--- config.mk ---
export PLATFORM = sky130hd
export DESIGN_NAME = cam_vsearch
export DESIGN_NICKNAME = d
export VERILOG_FILES = /design/src/rtl/cam_vsearch.sv
export SDC_FILE = /design/constraint.sdc
export NUM_CORES = 1
export LEC_CHECK = 0
export BUFFER_PORTS_ARGS = -buffer_cell sky130_fd_sc_hd__buf_2
export CAP_MARGIN = 20
export CELL_PAD_IN_SITES_DETAIL_PLACEMENT = 0
export CELL_PAD_IN_SITES_GLOBAL_PLACEMENT = 1
export CORE_MARGIN = 5
export CORE_UTILIZATION = 45
export DETAILED_ROUTE_END_ITERATION = 8
export PLACE_DENSITY_LB_ADDON = 0.1
export SLEW_MARGIN = 20
export SYNTH_ARGS = -nofsm -noshare
export SYNTH_HDL_FRONTEND = slang
export SYNTH_SLANG_ARGS = --single-unit
--- constraint.sdc ---
create_clock -name clk -period 4.87 [get_ports clk]
set_input_delay 0.2435 -clock clk [delete_from_list [all_inputs] [get_ports clk]]
set_output_delay 0.2435 -clock clk [all_outputs]
set_load 0.01 [all_outputs]
--- src/rtl/cam_vsearch.sv ---
// Content-addressable memory with per-entry valid bits, unique-key insert,
// delete-by-key and a registered priority-encoded search port.
module cam_vsearch #(
    parameter  int WIDTH = 8,
    parameter  int DEPTH = 16,
    localparam int IDX_W = $clog2(DEPTH)
) (
    input  logic               clk,
    input  logic               rst,
    input  logic               wr_en,
    input  logic [WIDTH-1:0]   wr_data,
    input  logic               del_en,
    input  logic [WIDTH-1:0]   del_data,
    input  logic               srch_en,
    input  logic [WIDTH-1:0]   srch_key,
    output logic               wr_ack,
    output logic               wr_err,
    output logic [IDX_W-1:0]   wr_idx,
    output logic               del_hit,
    output logic               srch_valid,
    output logic               srch_hit,
    output logic [IDX_W-1:0]   srch_idx,
    output logic [DEPTH-1:0]   srch_match,
    output logic [IDX_W:0]     count,
    output logic               full,
    output logic               empty
);

    localparam logic [IDX_W:0] DEPTH_CNT = (IDX_W + 1)'(DEPTH);
    localparam logic [IDX_W:0] ONE_CNT   = (IDX_W + 1)'(1);

    logic [WIDTH-1:0] r_keys [DEPTH];
    logic [DEPTH-1:0] r_valid;

    logic [DEPTH-1:0] w_wrMatch;
    logic [DEPTH-1:0] w_delMatch;
    logic [DEPTH-1:0] w_srchMatch;
    logic [DEPTH-1:0] w_freeVec;

    logic             w_wrDup;
    logic             w_delAny;
    logic             w_freeAny;
    logic             w_srchAny;
    logic             w_doInsert;
    logic             w_doDelete;

    logic [IDX_W-1:0] w_dupIdx;
    logic [IDX_W-1:0] w_delIdx;
    logic [IDX_W-1:0] w_freeIdx;
    logic [IDX_W-1:0] w_srchIdx;
    logic [IDX_W-1:0] w_wrIdxNext;
    logic [IDX_W:0]   w_countNext;

    // Lowest set bit wins; an all-zero vector encodes to index 0.
    function automatic logic [IDX_W-1:0] lowestSet(input logic [DEPTH-1:0] vec);
        logic [IDX_W-1:0] idx;
        idx = '0;
        for (int i = DEPTH - 1; i >= 0; i--) begin
            if (vec[i]) begin
                idx = IDX_W'(i);
            end
        end
        return idx;
    endfunction

    always_comb begin
        w_wrMatch   = '0;
        w_delMatch  = '0;
        w_srchMatch = '0;
        for (int i = 0; i < DEPTH; i++) begin
            w_wrMatch[i]   = r_valid[i] && (r_keys[i] == wr_data);
            w_delMatch[i]  = r_valid[i] && (r_keys[i] == del_data);
            w_srchMatch[i] = r_valid[i] && (r_keys[i] == srch_key);
        end
    end

    assign w_freeVec = ~r_valid;
    assign w_wrDup   = |w_wrMatch;
    assign w_delAny  = |w_delMatch;
    assign w_freeAny = |w_freeVec;
    assign w_srchAny = |w_srchMatch;

    assign w_dupIdx  = lowestSet(w_wrMatch);
    assign w_delIdx  = lowestSet(w_delMatch);
    assign w_freeIdx = lowestSet(w_freeVec);
    assign w_srchIdx = lowestSet(w_srchMatch);

    // A simultaneous delete always wins, so insert and delete never both commit.
    assign w_doInsert = wr_en && !del_en && !w_wrDup && w_freeAny;
    assign w_doDelete = del_en && w_delAny;

    always_comb begin
        w_wrIdxNext = '0;
        if (!del_en) begin
            if (w_wrDup) begin
                w_wrIdxNext = w_dupIdx;
            end else if (w_freeAny) begin
                w_wrIdxNext = w_freeIdx;
            end
        end
    end

    always_comb begin
        w_countNext = count;
        if (w_doInsert) begin
            w_countNext = count + ONE_CNT;
        end else if (w_doDelete) begin
            w_countNext = count - ONE_CNT;
        end
    end

    // Key storage has no reset: an entry is meaningful only while its valid bit is set.
    always_ff @(posedge clk) begin
        if (!rst && w_doInsert) begin
            r_keys[w_freeIdx] <= wr_data;
        end
    end

    always_ff @(posedge clk) begin
        if (rst) begin
            r_valid    <= '0;
            count      <= '0;
            full       <= 1'b0;
            empty      <= 1'b1;
            wr_ack     <= 1'b0;
            wr_err     <= 1'b0;
            wr_idx     <= '0;
            del_hit    <= 1'b0;
            srch_valid <= 1'b0;
            srch_hit   <= 1'b0;
            srch_idx   <= '0;
            srch_match <= '0;
        end else begin
            wr_ack     <= w_doInsert;
            wr_err     <= wr_en && !w_doInsert;
            del_hit    <= w_doDelete;
            srch_valid <= srch_en;

            if (wr_en) begin
                wr_idx <= w_wrIdxNext;
            end

            if (w_doDelete) begin
                r_valid[w_delIdx] <= 1'b0;
            end
            if (w_doInsert) begin
                r_valid[w_freeIdx] <= 1'b1;
            end

            count <= w_countNext;
            full  <= (w_countNext == DEPTH_CNT);
            empty <= (w_countNext == '0);

            // Search results hold between requests so consumers can sample late.
            if (srch_en) begin
                srch_match <= w_srchMatch;
                srch_hit   <= w_srchAny;
                srch_idx   <= w_srchIdx;
            end
        end
    end

endmodule

======== Yosys cells after proc, flatten, opt, wreduce, memory -nomap -nowiden ========
Memories as Yosys holds them, arrays and structs flattened.
Index checks and enable logic that the tools add are counted.
storage, ports and cells
  output and inout bits ................... 36
  bits in registers ....................... 52
  memory bits (writable) .................. 128
  logic and storage cells ................. 215
  memories kept ........................... 1
  bits of input ports ..................... 29
memories
  memory  depth  width  read ports  clocked after Yosys merged registers in  write ports  RTL line  RTL
  r_keys  16     8      16          0                                        1            32        logic [WIDTH-1:0] r_keys [DEPTH];
cells by class
  mux-type cells .......................... 78
  bitwise gates (word level) .............. 4
  magnitude comparators ................... 4
  eq/ne operators ......................... 49
  reductions and logical operators ........ 65
  $add $sub $neg .......................... 2
operators by type and width
  kind                                                               count
  == test 8 bit                                                      48
  2-to-1 mux 4 bit                                                   67
  OR reduction 16 bit                                                4
  logical AND 1 bit                                                  56
  2-to-1 mux 16 bit                                                  3
  inverter 16 bit                                                    2
  bitwise AND 16 bit                                                 1
  bitwise OR 16 bit                                                  1
  < comparator 4 x 5 -> 1 bit, second input constant                 2
  2-to-1 mux 5 bit                                                   2
  demux 1 bit (select 4 bit)                                         2
  greater-or-equal comparator 4 x 1 -> 1 bit, second input constant  2
  adder 5 x 1 -> 5 bit, second input constant                        1
  == test 5 bit, second input constant                               1
  logical NOT 5 bit                                                  1
  subtractor 5 x 1 -> 5 bit, second input constant                   1
  logical NOT 1 bit                                                  4
  2-to-1 mux 1 bit                                                   4

======== Longest topological paths before layout ========
Gate-level depths: netlist of run 1.
  depth after elaboration ................. 28
  mapped depth ............................ 13
  mapped depth without buffers ............ 9

======== Worst setup path before layout of run 1 ========
OpenSTA, ideal clock, no wires.
  kind .................................... input port to flip-flop
  start point ............................. in wr_data[5]
  end point ............................... mem r_keys[2][0], enable pin
  path slack .............................. 1.961 ns
  arrival time ............................ 2.538 ns
  path buffers ............................ 4
  data required time ...................... 4.500 ns
  stages on the path ...................... 11
  setup time .............................. 0.370 ns
  cells stage by stage .................... buf_4 > buf_6 > xor2_2 > nor4_1 > and3_1 > nor4b_4 > nand3_2 > buf_6 > or4_4 > buf_6 > nor2_1
between the ends
  cells in the longest elaborated chain, start to end .. 9
  elaborated cells on any way between the ends .. 39
  classes of those cells .................. eq/ne (16); mux (2); reduce/logical (21)
RTL lines
  what                                        RTL line  RTL
  from (decl)                                 11        input logic [WIDTH-1:0] wr_data,
  == test 8 bit                               71        w_wrMatch[i] = r_valid[i] && (r_keys[i] == wr_data);
  logical AND 1 bit                           71
  OR reduction 16 bit (*)                     78        assign w_wrDup = |w_wrMatch;
  logical NOT 1 bit (*)                       89        assign w_doInsert = wr_en && !del_en && !w_wrDup && w_freeAny;
  logical AND 1 bit (*) (2 in a row)          89
  logical AND 1 bit (*)                       114       if (!rst && w_doInsert) begin
  2-to-1 mux 1 bit (*)                        114
  2-to-1 mux 1 bit (implied by the code) (*)  115       r_keys[w_freeIdx] <= wr_data;
  to (decl)                                   32
Mark *: on every way between the ends. The rest lies on a longest branch, timed or not.

======== Worst setup path in the final report of run 1 ========
  start point ............................. in wr_data[2]
  end point ............................... mem r_keys[12][0], enable pin
The elaborated chain is that of the path after synthesis.

==> results.txt, run 1 <==
Status - complete, no violations
Post-synth EDFFs - 128
Largest net degree at the start of global routing - 39
Residual DRC - 0
Crit path time final - 3.444 ns
CTS resizes - 0
Type of origin of the critical path - input port
Final Hold Viols - 0
Initial antenna violation count - 0
Total power - 3.483 mW
Synth-to-layout area growth - 9.957%
Lkg Pwr - 4.169 nW
Syn Area/Cell - 10.55 um2
Synth warnings - 0
Die ar. - 28700 um2
N_diodes - 0
Post-CTS Hold Fix Bufs - 0
Synth top area share - 0.3361
Vias in the first global route - 8431
Post-synth cell types - 73
Fmax - 0.2904 GHz
Num CTS Buffers - 17
Cell breakdown of the critical path - buf_2, xor2_1, nor4_1, nand4_1, nand2b_1, nor4b_4, nand3_2, or4_1, nor2_1
GPL Wtd Cong - 0.9179
Slew @ Worst Pin - 1.130 ns
Met3 usage - 0.05870
Post-route setup TNS - 0 ns
Max H-tree Level - 4
Cell area after synthesis - 11440 um2
Slew Limit Fails - 0
Vias/cell - 5.645
WP buf/inv - 1
Boundary pin count - 65
DRT iter0 DRCs - 785
M2 GR Usage - 0.3984
Routed wire per std cell - 24.36 um
Primary FF master, synth - edfxtp_1
Net Count, Synth - 1115
Largest cells by area after synthesis - edfxtp_1 (34%), xnor2_1 (23%), dfxtp_1 (9.1%)
Worst path top cell family by delay - simple AND/OR/NAND/NOR gates
Synth cell count leaders - xnor2_1 (295), edfxtp_1 (128), xor2_1 (91)
RSZ-0062 raised after global routing - no
CP max FO - 32
FFs w/ async S/R, synth - 0
Cells after Synth - 1084
Critical path class - in -> reg
Crit end category - register
Tcrit/Tclk final - 0.7072
Worst Slack Setup Final - 1.426 ns
Die Wd - 169.4 um
VDD IR max - 188.8 uV
Antenna viol nets, final - 0
First drt pass iteration count - 7
Port Buffers - 64
Dpl ws - 1.022 ns
Min-Delay Path Class - in -> reg
First-pass GRT wire length - 53800 um
PwrDens - 277.0 nW/um2
Clk sinks - 180
Number of setup buffers added after CTS - 0
Initial Util - 0.4555
Slowest Stage Delay on Critical Path - 0.73 ns
Congestion Overflow GR - 0
Layout cells sized above 1 - 0.1304
Global Route Usage Sum - 0.2521
Clk root buf - clkbuf_16
Crit path required time - 4.94 ns
Core ar. - 25110 um2
Total wire length - 36060 um
Clock Pin Slew Worst Setup and Hold Paths - 0.07 ns
Die Ht - 169.4 um
Most used routing layer in global routing - met2
Cell taking the most area after synthesis - edfxtp_1
Number of max-cap violations - 0
Clock latency on the worst-skew pair - 0.44 ns
Hpwl dp - 25200 um
CTS tree - done
Seq/Total Area, Yosys - 0.4271
Final Util - 0.5008
Critical Path AT - 3.51 ns
Crit path max-delay cell type - buf_2
Via count - 8354
M1 GR Usage - 0.3479
Final net count - 1168
CTS max path bufs - 2
Most frequent cell after synthesis - xnor2_1
Yosys reg bits - 180
Max-slew headroom - 0.2395
Clk_skew - 0.01220 ns
Final Setup Violations - 0
FP Rows - 58
==> final timing paths <==
kind                       from             to  slack, ns  cells after the start
hold / removal            wr_en         wr_err       0.05                      2
setup / recovery     wr_data[2]  r_keys[12][0]       1.43                      9
hold reg to reg     srch_idx[1]    srch_idx[1]       0.46                      2
setup reg to reg  r_keys[13][4]     r_valid[9]       1.45                      9
==> per-stage QoR <==
step | hold slack, ns | instances | instance area, um2
after floorplan | 0.3424 | 1084 | 11440
after global placement | 0.4499 | 1448 | 11960
after detailed placement | 0.4542 | 1448 | 11960
after CTS | 0.03594 | 1480 | 12570
after global routing | 0.05955 | 1480 | 12570
final | 0.05309 | 1480 | 12570
==> placed cells by master (no fill, tap or decap), types with 19 or more instances in the layout <==
| cell | count |
|---|---|
| xnor2_1 | 295 |
| edfxtp_1 | 128 |
| xor2_1 | 91 |
| buf_2 | 64 |
| nor2_1 | 61 |
| nand3_1 | 53 |
| dfxtp_1 | 52 |
| nand4_1 | 50 |
| nand2_1 | 37 |
| nor4_1 | 34 |
| nor3_1 | 31 |
| buf_4 | 30 |
| inv_1 | 23 |
| mux2i_1 | 19 |
| clkbuf_16 | 19 |
==> flip-flops by register name, indices dropped and copies added, names as in the netlist <==
signal      count
wr_ack          1
full            1
empty           1
srch_hit        1
srch_valid      1
r_keys        128
del_hit         1
srch_match     16
wr_err          1
wr_idx          4
r_valid        16
srch_idx        4
count           5
==> cells by family (layout without fill, tap and decap cells) <==
family | Yosys count | after routing | share of synthesized area
xor+xnor | 388 | 388 | 0.2985
fa+ha+maj | 2 | 2 | 0.002188
simple gates | 324 | 324 | 0.1555
buf+inv | 83 | 149 | 0.04530
compound gates | 88 | 88 | 0.05482
mux | 19 | 19 | 0.01663
flops | 180 | 180 | 0.4271
==> power breakdown <==
part	switching, mW	leakage (nW)	internal (mW)	total [mW]
clock network	0.638	0.303	0.803	1.44
logic	0.244	2.29	0.142	0.386
registers	0.0105	1.57	1.65	1.66
==> routing by layer <==
metal | vias to the layer above | part of all wire
met5 | - | 0
met4 | 0 | 0.024
met3 | 61 | 0.074
met2 | 312 | 0.46
met1 | 4093 | 0.45
li1 | 3888 | -
==> area by class of cell <==
| class | instances | area (um2) |
|---|---|---|
| multi-input cells | 821 | 6033 |
| repair buffers | 94 | 545.5 |
| fillers | 2396 | 12530 |
| clock buffers | 21 | 503.0 |
| well taps | 330 | 412.9 |
| inverters | 23 | 86.33 |
| clock inverters | 11 | 108.9 |
| flip-flops and latches | 180 | 4885 |
(Power assumes the default switching activity.)
==> run 2: changes to the inputs <==
==> constraint.sdc (replaced) <==
create_clock -name clk -period 3.4 [get_ports clk]
set_input_delay 0.17 -clock clk [delete_from_list [all_inputs] [get_ports clk]]
set_output_delay 0.17 -clock clk [all_outputs]
set_load 0.01 [all_outputs]
==> results.txt, run 2 (synthesis gave the netlist of run 1 again) <==
Footprint of the multi-input gates - 6033 um2
Final net count - 1223
First-pass GRT wire length - 54860 um
Die Ht - 169.4 um
Residual DRC - 0
FP Rows - 58
Post-route setup TNS - 0 ns
DRT iter0 DRCs - 793
Port Buffers - 64
Total wire length - 36530 um
Clock Pin Slew Worst Setup and Hold Paths - 0.07 ns
First drt pass iteration count - 5
Die Wd - 169.4 um
CTS max path bufs - 2
Largest net degree at the start of global routing - 33
Routed wire per std cell - 23.80 um
Lkg Pwr - 4.457 nW
Commonest cells after routing, fill and taps aside - xnor2_1 (295), edfxtp_1 (128), xor2_1 (91)
Critical Path AT - 3.15 ns
Critical path class - reg -> reg
Finished Layout Cells - 1535
RSZ-0062 raised after global routing - no
Synth-to-layout area growth - 14.19%
Antenna viol nets, final - 0
Crit path required time - 3.46 ns
Max-slew headroom - 0.4527
Vias/cell - 5.604
CTS tree - done
Clock latency on the worst-skew pair - 0.44 ns
Initial antenna violation count - 2
Hpwl dp - 26150 um
N_diodes - 0
Final Setup Violations - 0
Congestion Overflow GR - 0
CP max FO - 8
PwrDens - 382.1 nW/um2
Via count - 8602
Crit end category - register
Placed cells - 1502
Final Hold Viols - 0
Clk_skew - 0.01711 ns
Clk sinks - 180
VDD IR max - 220.9 uV
Tcrit/Tclk final - 0.9084
Core ar. - 25110 um2
Type of origin of the critical path - register
FF+latch area - 4885 um2
Max FFs per register - 128
Initial Util - 0.4555
Number of setup buffers added after CTS - 0
Num CTS Buffers - 17
Total power - 4.989 mW
Slew @ Worst Pin - 0.8179 ns
Largest Register - r_keys
Status - complete, no violations
Layout cells sized above 1 - 0.1668
Fmax - 0.3238 GHz
GPL Wtd Cong - 0.8969
Crit path time final - 3.089 ns
Slew Limit Fails - 0
Clk root buf - clkbuf_16
Most common cell after layout, fill and taps aside - xnor2_1
Largest regs - r_keys (128), r_valid (16), srch_match (16)
Die ar. - 28700 um2
Min-Delay Path Class - in -> reg
Max H-tree Level - 4
Global Route Usage Sum - 0.2557
Number of max-cap violations - 0
Boundary pin count - 65
# fillers - 2310
Vias in the first global route - 8558
run 2: report_power, final:
group          internal [mW]  leakage (nW)  switching (mW)
sequential              2.36          1.57          0.0146
clock                   1.10         0.278           0.928
combinational          0.237          2.61           0.355
run 2: layout make-up:
cell class,instances,area share
clock buffer,19,0.03315
clock inverter,13,0.01131
inverter,23,0.006611
multi-input combinational,821,0.4620
sequential,180,0.3741
tap,330,0.03162
timing repair buffer,149,0.08125
run 2: metal layers:
metal  vias to the layer above  global-route usage  routed length, um
met5                         -                   0                  0
met4                         0             0.07070                843
met3                        51             0.03797               2461
met2                       353              0.4102              16630
met1                      4187              0.3632              16600
li1                       4011                   -                  -
run 2: worst max-delay path, cell delays in order, from the launching register on:
cell and delay, ns:
edfxtp_1 0.46, xnor2_1 0.16, nand4_1 0.12, nor3_1 0.09, nand2b_1 0.23, nor4b_4 0.43
and4_1 0.29, nand3b_1 0.25, nor2_1 0.68
run 2: path summary, 6_finish.rpt:
path	start	endpoint	slack (ns)	cells past startpoint
min reg2reg	wr_idx[2]	wr_idx[2]	0.47	2
min	rst	wr_idx[3]	0.09	2
max	r_keys[2][1]	r_keys[11][7]	0.31	8
max reg2reg	r_keys[2][1]	r_keys[11][7]	0.31	8
run 2: through the flow:
| step | util | worst slack, ns | hold WS (ns) | cell area [um2] |
|---|---|---|---|---|
| floorplan | - | 0.5168 | 0.2689 | 11440 |
| global route | 0.5201 | 0.1215 | 0.1134 | 13060 |
| finish | 0.5201 | 0.3113 | 0.08919 | 13060 |
| detailed placement | 0.4966 | 0.2792 | 0.4231 | 12470 |
| global placement | 0.4966 | 0.3789 | 0.4246 | 12470 |
| CTS | 0.5201 | 0.3085 | 0.06612 | 13060 |
run 2: repair_timing:
action                    CTS  global route
hold buffers                1             0
resized for setup           0             0
hold endpoints to repair    1             0
==> run 3: changes to the inputs <==
--- a/config.mk
+++ b/config.mk
@@ -12,7 +12,7 @@
 export CORE_MARGIN = 5
 export CORE_UTILIZATION = 45
 export DETAILED_ROUTE_END_ITERATION = 8
-export PLACE_DENSITY_LB_ADDON = 0.1
+export PLACE_DENSITY = 0.8
 export SLEW_MARGIN = 20
 export SYNTH_ARGS = -nofsm -noshare
 export SYNTH_HDL_FRONTEND = slang
==> results.txt, run 3 (synthesis gave the netlist of run 1 again) <==
Max-slew headroom - 0.4605
Critical path class - reg -> reg
VDD IR max - 252.2 uV
Num CTS Buffers - 17
Type of origin of the critical path - register
Final net count - 1211
Hpwl dp - 25200 um
Largest net degree at the start of global routing - 38
Clk pwr share - 0.401
Final Hold Viols - 0
Finished Layout Cells - 1523
Routed wire per std cell - 22.09 um
Min-Delay Path Class - in -> reg
Largest regs - r_keys (128), r_valid (16), srch_match (16)
Final Setup Violations - 0
Total power - 4.933 mW
Clk root buf - clkbuf_16
Layout cells sized above 1 - 0.1618
GPL Wtd Cong - 0.9959
CTS max path bufs - 2
Number of setup buffers added after CTS - 0
Port Buffers - 64
Congestion Overflow GR - 0
Die Wd - 169.4 um
Crit path time final - 3.032 ns
First-pass GRT wire length - 51130 um
Boundary pin count - 65
Global Route Usage Sum - 0.2342
Number of max-cap violations - 0
Placed cells - 1490
Total wire length - 33650 um
FP Rows - 58
Status - complete, no violations
Post-route setup TNS - 0 ns
Clock latency on the worst-skew pair - 0.44 ns
CP max FO - 8
WHS Path Cells - 1
Worst R2R Path Depth - 9
Tcrit/Tclk final - 0.8918
RSZ-0062 raised after global routing - no
CTS tree - done
Core ar. - 25110 um2
Synth-to-layout area growth - 13.88%
Commonest cells after routing, fill and taps aside - xnor2_1 (295), edfxtp_1 (128), xor2_1 (91)
Pint - 3.641 mW
Vias in the first global route - 8442
Most common cell after layout, fill and taps aside - xnor2_1
Max FFs per register - 128
Net switching power - 1.292 mW
Fmax - 0.3298 GHz
Vias/cell - 5.641
Largest Register - r_keys
Net Sw Frac - 0.2619
Crit end category - register
Clk_skew - 0.01210 ns
Comb pwr share - 0.119
Clk sinks - 180
Residual DRC - 0
Initial antenna violation count - 0
First drt pass iteration count - 5
Slew Limit Fails - 0
Crit path required time - 3.46 ns
N_diodes - 0
Die ar. - 28700 um2
Antenna viol nets, final - 0
Critical Path AT - 3.10 ns
Flop pwr share - 0.480
Initial Util - 0.4555
Clock Pin Slew Worst Setup and Hold Paths - 0.07 ns
PwrDens - 378.8 nW/um2
Lkg Pwr - 4.414 nW
Via count - 8592
Max H-tree Level - 4
Slew @ Worst Pin - 0.8062 ns
Die Ht - 169.4 um
DRT iter0 DRCs - 927
-- run 3: final timing paths --
path / start / end / slack [ns]
worst max register to register: r_keys[2][2] / r_keys[11][4] / 0.37
worst min register to register: wr_idx[2] / wr_idx[2] / 0.47
worst min-delay path: wr_data[1] / r_keys[2][1] / 0.05
worst max-delay path: r_keys[2][2] / r_keys[11][4] / 0.37
-- run 3: what timing repair did --
item	4_1_cts	5_1_grt
hold buffers	1	0
endpoints found under the setup margin	0	0
gates resized for setup	0	0
endpoints found under the hold margin	1	0
-- run 3: critical path, cell delays in order, from the launching register on --
cell	delay [ns]
edfxtp_1	0.46
xnor2_1	0.16
nand4_1	0.11
nor3_1	0.11
nand2b_1	0.22
nor4b_4	0.39
and4_1	0.29
nand3b_1	0.12
buf_4	0.18
nor2_1	0.61
-- run 3: routing by layer --
layer | vias to the layer above | GRT usage | wire [um]
met4 | 0 | 0.07280 | 858
met5 | - | 0 | 0
met3 | 61 | 0.03238 | 2379
li1 | 3993 | - | -
met1 | 4168 | 0.3271 | 14890
met2 | 370 | 0.3802 | 15530
-- run 3: cell type report --
| type | count | area (um2) |
|---|---|---|
| Fill cell | 2268 | 12090 |
| Multi-Input combinational cell | 821 | 6038 |
| Sequential cell | 180 | 4885 |
| Timing Repair Buffer | 137 | 1008 |
| Clock buffer | 19 | 475.5 |
| Tap cell | 330 | 412.9 |
| Clock inverter | 13 | 117.6 |
| Inverter | 23 | 86.33 |
-- run 3: power by group through the flow --
stage | combinational (mW) | clock (mW) | sequential (mW)
2_1_floorplan | 0.395 | 0 | 2.42
3_3_place_gp | 0.574 | 0 | 2.42
3_5_place_dp | 0.580 | 0 | 2.42
4_1_cts | 0.583 | 2.00 | 2.37
5_1_grt | 0.621 | 2.09 | 2.37
6_report | 0.587 | 1.98 | 2.37
-- run 3: stage by stage --
stage | setup WS, ns | hold WS [ns] | util | area (um2)
finish | 0.3679 | 0.04622 | 0.5187 | 13020
global route | 0.1310 | 0.04293 | 0.5187 | 13020
global placement | 0.2719 | 0.4246 | 0.4945 | 12420
detailed placement | 0.1874 | 0.4260 | 0.4945 | 12420
floorplan | 0.5168 | 0.2689 | - | 11440
CTS | 0.3018 | 0.04271 | 0.5185 | 13020
